--- config.mk ---
export PLATFORM = sky130hd
export DESIGN_NAME = gcd_arbiter_flat
export DESIGN_NICKNAME = d
export VERILOG_FILES = /design/src/rtl/gcd_arbiter_if.sv /design/src/rtl/gcd_arbiter.sv /design/src/flat_wrapper.sv
export SDC_FILE = /design/constraint.sdc
export NUM_CORES = 1
export LEC_CHECK = 0
export CAP_MARGIN = 20
export CORE_AREA = 3 3 154 156
export CTS_BUF_LIST = sky130_fd_sc_hd__clkbuf_2 sky130_fd_sc_hd__clkbuf_4 sky130_fd_sc_hd__clkbuf_8
export DETAILED_ROUTE_END_ITERATION = 6
export DIE_AREA = 0 0 157 159
export GPL_ROUTABILITY_DRIVEN = 0
export MAX_ROUTING_LAYER = met4
export PLACE_DENSITY = 0.59
export SETUP_SLACK_MARGIN = 0.15
export SLEW_MARGIN = 10
export SYNTH_ARGS = -nofsm -noshare
export SYNTH_HDL_FRONTEND = slang
export SYNTH_SLANG_ARGS = --single-unit
export TNS_END_PERCENT = 10
--- constraint.sdc ---
create_clock -name clk -period 1.7 [get_ports clk]
set_input_delay 0.17 -clock clk [delete_from_list [all_inputs] [get_ports clk]]
set_output_delay 0.17 -clock clk [all_outputs]
set_load 0.01 [all_outputs]
--- src/rtl/gcd_arbiter_if.sv ---
// Requester and gcd-unit handshake bundle for gcd_arbiter.
// slave: arbiter side; master: requesters plus gcd unit.
interface gcd_arbiter_if #(
    parameter int NREQ  = 4,
    parameter int WIDTH = 32
);
    logic [NREQ-1:0]       req_valid;
    logic [NREQ*WIDTH-1:0] req_a;
    logic [NREQ*WIDTH-1:0] req_b;
    logic [NREQ-1:0]       req_ready;
    logic [NREQ-1:0]       rsp_valid;
    logic [WIDTH-1:0]      rsp_result;
    logic                  rsp_error;
    logic                  busy;
    logic                  gcd_start;
    logic [WIDTH-1:0]      gcd_a;
    logic [WIDTH-1:0]      gcd_b;
    logic                  gcd_done;
    logic [WIDTH-1:0]      gcd_result;

    modport slave (
        input  req_valid, req_a, req_b, gcd_done, gcd_result,
        output req_ready, rsp_valid, rsp_result, rsp_error,
        output busy, gcd_start, gcd_a, gcd_b
    );

    modport master (
        output req_valid, req_a, req_b, gcd_done, gcd_result,
        input  req_ready, rsp_valid, rsp_result, rsp_error,
        input  busy, gcd_start, gcd_a, gcd_b
    );
endinterface

--- src/rtl/gcd_arbiter.sv ---
// Round-robin arbiter sharing one gcd unit among NREQ requesters.
// Define GCD_ARB_TIMEOUT_EN to abort ops that wait TIMEOUT cycles.
module gcd_arbiter #(
    parameter int NREQ    = 4,
    parameter int WIDTH   = 32,
    parameter int TIMEOUT = 255
) (
    input logic         clk,
    input logic         reset,
    gcd_arbiter_if.slave bus
);

    localparam int PW = (NREQ > 1) ? $clog2(NREQ) : 1;

    if (NREQ < 2 || NREQ > 8 || WIDTH < 1 || TIMEOUT < 1) begin : g_bad_cfg
        $error("gcd_arbiter: unsupported parameter set");
    end

    typedef enum logic [2:0] {
        IDLE,
        GRANT,
        START,
        WAIT,
        RESP
    } state_t;

    state_t            state;
    logic [PW-1:0]     ptr;
    logic [PW-1:0]     gnt;
    logic [PW-1:0]     win;
    logic [PW-1:0]     nxt_ptr;
    logic              done_q;
    logic              done_edge;
    logic [NREQ-1:0]   req_ready;
    logic [NREQ-1:0]   rsp_valid;
    logic [WIDTH-1:0]  rsp_result;
    logic [WIDTH-1:0]  gcd_a;
    logic [WIDTH-1:0]  gcd_b;
    logic [WIDTH-1:0]  sel_a;
    logic [WIDTH-1:0]  sel_b;
    logic              busy;
    logic              gcd_start;

`ifdef GCD_ARB_TIMEOUT_EN
    localparam int CW = $clog2(TIMEOUT + 1);
    logic [CW-1:0] cnt;
    logic          rsp_error;
`endif

    function automatic logic [PW-1:0] rr_idx(input logic [PW-1:0] base,
                                             input int off);
        int s;
        s = int'(base) + off;
        if (s >= NREQ) s = s - NREQ;
        return PW'(s);
    endfunction

    // Scan downwards so the requester closest to ptr overwrites last.
    always_comb begin
        win = ptr;
        for (int i = NREQ - 1; i >= 0; i--) begin
            if (bus.req_valid[rr_idx(ptr, i)]) win = rr_idx(ptr, i);
        end
    end

    always_comb begin
        sel_a = bus.req_a[int'(gnt)*WIDTH +: WIDTH];
        sel_b = bus.req_b[int'(gnt)*WIDTH +: WIDTH];
    end

    assign nxt_ptr   = (gnt == PW'(NREQ - 1)) ? '0 : gnt + 1'b1;
    assign done_edge = bus.gcd_done & ~done_q;

    always_ff @(posedge clk) begin
        if (reset) begin
            state      <= IDLE;
            ptr        <= '0;
            gnt        <= '0;
            done_q     <= 1'b0;
            req_ready  <= '0;
            rsp_valid  <= '0;
            rsp_result <= '0;
            busy       <= 1'b0;
            gcd_start  <= 1'b0;
            gcd_a      <= '0;
            gcd_b      <= '0;
`ifdef GCD_ARB_TIMEOUT_EN
            cnt        <= '0;
            rsp_error  <= 1'b0;
`endif
        end else begin
            done_q <= bus.gcd_done;
            unique case (state)
                IDLE: begin
                    if (|bus.req_valid) begin
                        gnt       <= win;
                        req_ready <= NREQ'(1) << win;
                        busy      <= 1'b1;
                        state     <= GRANT;
                    end
                end
                GRANT: begin
                    req_ready <= '0;
                    gcd_a     <= sel_a;
                    gcd_b     <= sel_b;
                    ptr       <= nxt_ptr;
                    gcd_start <= 1'b1;
                    state     <= START;
                end
                START: begin
                    gcd_start <= 1'b0;
                    state     <= WAIT;
`ifdef GCD_ARB_TIMEOUT_EN
                    cnt       <= '0;
`endif
                end
                WAIT: begin
                    // A fresh completion edge beats a simultaneous timeout.
                    if (done_edge) begin
                        rsp_valid  <= NREQ'(1) << gnt;
                        rsp_result <= bus.gcd_result;
                        state      <= RESP;
`ifdef GCD_ARB_TIMEOUT_EN
                        rsp_error  <= 1'b0;
                    end else if (cnt == CW'(TIMEOUT - 1)) begin
                        rsp_valid  <= NREQ'(1) << gnt;
                        rsp_result <= '0;
                        rsp_error  <= 1'b1;
                        state      <= RESP;
                    end else begin
                        cnt <= cnt + 1'b1;
`endif
                    end
                end
                RESP: begin
                    rsp_valid  <= '0;
                    rsp_result <= '0;
                    busy       <= 1'b0;
                    state      <= IDLE;
`ifdef GCD_ARB_TIMEOUT_EN
                    rsp_error  <= 1'b0;
`endif
                end
                default: state <= IDLE;
            endcase
        end
    end

    assign bus.req_ready  = req_ready;
    assign bus.rsp_valid  = rsp_valid;
    assign bus.rsp_result = rsp_result;
    assign bus.busy       = busy;
    assign bus.gcd_start  = gcd_start;
    assign bus.gcd_a      = gcd_a;
    assign bus.gcd_b      = gcd_b;

`ifdef GCD_ARB_TIMEOUT_EN
    assign bus.rsp_error = rsp_error;
`else
    assign bus.rsp_error = 1'b0;
`endif

endmodule

--- src/flat_wrapper.sv ---
// flat-port wrapper written by rule: the top's interface ports become plain ports
module gcd_arbiter_flat 
#(
    parameter int NREQ    = 4,
    parameter int WIDTH   = 32,
    parameter int TIMEOUT = 255
)
  (clk, reset, bus_req_valid, bus_req_a, bus_req_b, bus_gcd_done, bus_gcd_result, bus_req_ready, bus_rsp_valid, bus_rsp_result, bus_rsp_error, bus_busy, bus_gcd_start, bus_gcd_a, bus_gcd_b);
  gcd_arbiter_if #(.NREQ(NREQ), .WIDTH(WIDTH)) bus_i ();
  input logic clk;
  input logic reset;
  input wire logic [$bits(bus_i.req_valid)-1:0] bus_req_valid;
  input wire logic [$bits(bus_i.req_a)-1:0] bus_req_a;
  input wire logic [$bits(bus_i.req_b)-1:0] bus_req_b;
  input wire logic [$bits(bus_i.gcd_done)-1:0] bus_gcd_done;
  input wire logic [$bits(bus_i.gcd_result)-1:0] bus_gcd_result;
  output wire logic [$bits(bus_i.req_ready)-1:0] bus_req_ready;
  output wire logic [$bits(bus_i.rsp_valid)-1:0] bus_rsp_valid;
  output wire logic [$bits(bus_i.rsp_result)-1:0] bus_rsp_result;
  output wire logic [$bits(bus_i.rsp_error)-1:0] bus_rsp_error;
  output wire logic [$bits(bus_i.busy)-1:0] bus_busy;
  output wire logic [$bits(bus_i.gcd_start)-1:0] bus_gcd_start;
  output wire logic [$bits(bus_i.gcd_a)-1:0] bus_gcd_a;
  output wire logic [$bits(bus_i.gcd_b)-1:0] bus_gcd_b;
  assign bus_i.req_valid = bus_req_valid;
  assign bus_i.req_a = bus_req_a;
  assign bus_i.req_b = bus_req_b;
  assign bus_i.gcd_done = bus_gcd_done;
  assign bus_i.gcd_result = bus_gcd_result;
  assign bus_req_ready = bus_i.req_ready;
  assign bus_rsp_valid = bus_i.rsp_valid;
  assign bus_rsp_result = bus_i.rsp_result;
  assign bus_rsp_error = bus_i.rsp_error;
  assign bus_busy = bus_i.busy;
  assign bus_gcd_start = bus_i.gcd_start;
  assign bus_gcd_a = bus_i.gcd_a;
  assign bus_gcd_b = bus_i.gcd_b;
  gcd_arbiter #(.NREQ(NREQ), .WIDTH(WIDTH), .TIMEOUT(TIMEOUT)) u_core (.clk(clk), .reset(reset), .bus(bus_i));
endmodule
==> run summary <==
The flow ran to the end, and the final reports show no timing, DRC or antenna violations. The final-report setup violation count is 0. The slack of the worst reg-to-reg path came out at 0.18 ns. The post-CTS setup buffer count is 0.

Gates resized during post-CTS repair numbered 1. The highest clock rate came out at 634.0 MHz. The routed length per instance is 17.73 µm. By startpoint and endpoint, the worst setup path is classified as reg2out. The most used flip-flop cell after synthesis is dfxtp_1. The hold buffer count at cts is 0. The number of distinct standard cells referenced by the synthesized netlist came out at 34.

The final worst-path cycle share came out at 92.79%. The worst setup path is launched from a flip-flop. The pin count of the biggest net entering global routing is 43. Grouping stages by cell kind, the critical path spends the most delay in buffers and inverters.

Among all stages on the critical path, the largest delay is contributed by clkdlybuf4s50_1. The maximum vdd drop is 393.4 µV. The standby leakage power is 0.003628 µW.

The routed via count came out at 5851. The number of antenna-violating nets in the routed design is 0. The worst-case hold slack came out at 0.1027 ns. The count of warnings emitted by yosys is 0. The worst endpoint data arrival time came out at 1.41 ns. In this design, the stage delay of the slowest critical-path cell is 0.62 ns.

The area of the mapped netlist came out at 5653 µm². The power per cell area came out at 731.0 nW/µm². The count of final max-slew check failures came out at 0. The synthesized instance count came out at 579. The share of flip-flops with an asynchronous set or reset came out at 0%. The synthesized netlist net count came out at 878. The total global routing overflow is 0. Headroom to the max-slew limit came out at 62.38%. The overall die width came out at 157 µm. After layout, the worst setup slack is 0.1226 ns. The number of nets in the layout is 1271. The worst hold path belongs to the class in2reg. The core outline area came out at 22500 µm². The signal on the critical path passes through clkdlybuf4s50_1. The number of design rule violations left after detail routing came out at 0. The port buffer count is 400.

Cells fill 46.41% of the core in the end. The highest net fanout along the worst path is 2. For the pin with the worst max-slew slack, the measured transition is 0.5630 ns. The number of detailed-route iterations in the first pass came out at 4. The via count of the first global-routing pass came out at 5991.

Detailed placement ended at an HPWL of 17.86 mm. The total negative slack is 0 ns. Summed over all layers, the routed wires come to 22.56 mm. In the global route stage, overall resource usage came out at 18.21%. The detailed router finished its first iteration with 241 violations. For this block, wires on met1 add up to 8.784 mm. The number of buffers created by CTS is 17. The CTS tree is done. The wire length of the first global-routing pass came out at 33.95 mm. The clock sink count is 114.

The top-level I/O count came out at 402. The part of the Yosys area used for sequential elements is 40.37%. The worst endpoint required time is 1.53 ns.

The nature of the critical path endpoint is a primary output. The number of buffers and inverters on the critical path came out at 1. The floorplan step set the die height to 159 µm.

The floorplan has 55 rows. After detailed routing, the number of vias per cell comes to 4.600. The buffer cell driving the clock tree root is clkbuf_8. The clock passes through at most 2 buffers. The post-route standard cell area excluding fillers came out at 10440 µm². After detailed routing, the met3 layer carries 1.508 mm of wire.

The initial cell density of the core is 25.12%. The layout overhead on the synthesized area is 84.73%. The top metal layer carrying routed signals is met4.

The number of antenna violations at the first check in global routing is 2. The H-tree was split into 4 levels. The die covers 24960 µm². The count of final hold-check violations came to 0. The setup slack at placement is -0.2881 ns. The detailed route wirelength on metal2 came out at 11.73 mm.

Clock-pin slew was measured on the worst setup and hold paths at 0.08 ns. The mean post-synth cell area is 9.763 µm². The number of max-cap violations came out at 0. The total placed instance area came out at 10040 µm².

The largest clock skew in the final design is 0.01229 ns. Setup repair after global routing could not meet its margin everywhere. The number of enable flip-flop cells after synthesis came out at 0. The clock latency at the later pin of the worst-skew pair came out at 0.42 ns. The shortest period the worst path allows came out at 1.577 ns. The synthesized design contains 114 register bits.

The layout cell share with drive strength beyond 1 came out at 13.81%.
## state kept, by name (all words and copies together) (netlist names)
| signal | count |
|---|---|
| u_core.bus.gcd_b | 32 |
| u_core.ptr | 2 |
| u_core.state | 3 |
| u_core.bus.gcd_start | 1 |
| u_core.done_q | 1 |
| u_core.bus.rsp_valid | 4 |
| u_core.bus.busy | 1 |
| u_core.bus.gcd_a | 32 |
| u_core.bus.req_ready | 4 |
| u_core.gnt | 2 |
| u_core.bus.rsp_result | 32 |
## per-layer routing
metal	up-vias	track usage, %
li1	2858	-
met1	2742	20.34
met2	227	31.13
met3	24	5.463
met4	0	5.571
met5	-	-
## cells in the mapped netlist, types with 4 or more instances
library cell,count,area share [%]
mux4_2,64,25
buf_4,4,0.53
nor2b_1,4,0.44
clkbuf_1,19,1.3
buf_2,24,2.1
a21oi_1,87,7.7
inv_1,5,0.33
nand2_1,165,11
ha_1,4,0.89
buf_6,4,0.80
a22oi_1,22,2.9
dfxtp_1,114,40
nor2_1,32,2.1
## cells by family (layout without fill, tap and decap cells)
logic type / Yosys count / after routing / share of synthesized area, %
AOI/OAI and AO/OA: 122 / 122 / 12.40
other: 1 / 3 / 0.06634
adders and majority gates: 4 / 4 / 0.8854
and+or+nand+nor: 218 / 218 / 15.74
DFF: 114 / 114 / 40.37
muxes: 64 / 64 / 25.50
buffers and inverters: 56 / 462 / 5.047
## final cells by class
cell class,instances,area [µm²]
multi-input combinational,409,3098
inverter,5,18.77
clock inverter,15,150.1
antenna,2,5.005
tap,285,356.6
timing repair buffer,425,4293
fill,2124,12060
sequential,114,2287
clock buffer,17,234.0
## stage by stage
step / cells / total power [µW]
floorplan: 579 / 3959
global placement: 1238 / 5252
detailed placement: 1238 / 5267
CTS: 1270 / 7790
global route: 1272 / 8071
finish: 1272 / 7634
## power breakdown
part | internal [µW] | switching, µW | leakage [µW] | total, µW
combinational | 1400 | 832 | 0.00251 | 2230
clock | 1200 | 1260 | 0.000188 | 2460
sequential | 2840 | 96.7 | 0.000930 | 2940
## cells in the final DEF (no fill, tap or decap), drive strengths merged
cell / Yosys / routed
nand2: 165 / 165
and2b: 2 / 2
bufinv: 0 / 1
nor2: 32 / 32
and2: 2 / 2
diode: 0 / 2
o21ai: 4 / 4
o22ai: 1 / 1
o211ai: 1 / 1
ha: 4 / 4
mux4: 64 / 64
o211a: 1 / 1
nand3b: 1 / 1
a32oi: 2 / 2
clkinvlp: 0 / 3
inv: 5 / 12
a211o: 1 / 1
nor4: 1 / 1
or4: 2 / 2
buf: 32 / 26
dfxtp: 114 / 114
a21oi: 89 / 89
nand2b: 1 / 1
clkinv: 0 / 4
conb: 1 / 1
and3: 2 / 2
a22oi: 22 / 22
clkbuf: 19 / 17
nor3: 3 / 3
clkdlybuf4s50: 0 / 399
nor2b: 4 / 4
a21o: 1 / 1
and3b: 2 / 2
nand3: 1 / 1
## worst paths after layout
| path | endpoint | cells past startpoint | start |
|---|---|---|---|
| hold reg to reg | u_core.bus.gcd_a[23]$_SDFFE_PP0N_ | 2 | u_core.bus.gcd_a[23]$_SDFFE_PP0N_ |
| hold / removal | u_core.bus.rsp_result[24]$_SDFFE_PP0P_ | 2 | reset |
| setup reg to reg | u_core.bus.req_ready[0]$_SDFFE_PP0P_ | 5 | u_core.ptr[0]$_SDFFE_PP0N_ |
| setup / recovery | bus_req_ready[1] | 1 | u_core.bus.req_ready[1]$_SDFFE_PP0P_ |
No activity file was read; power rests on OpenSTA's default activity.
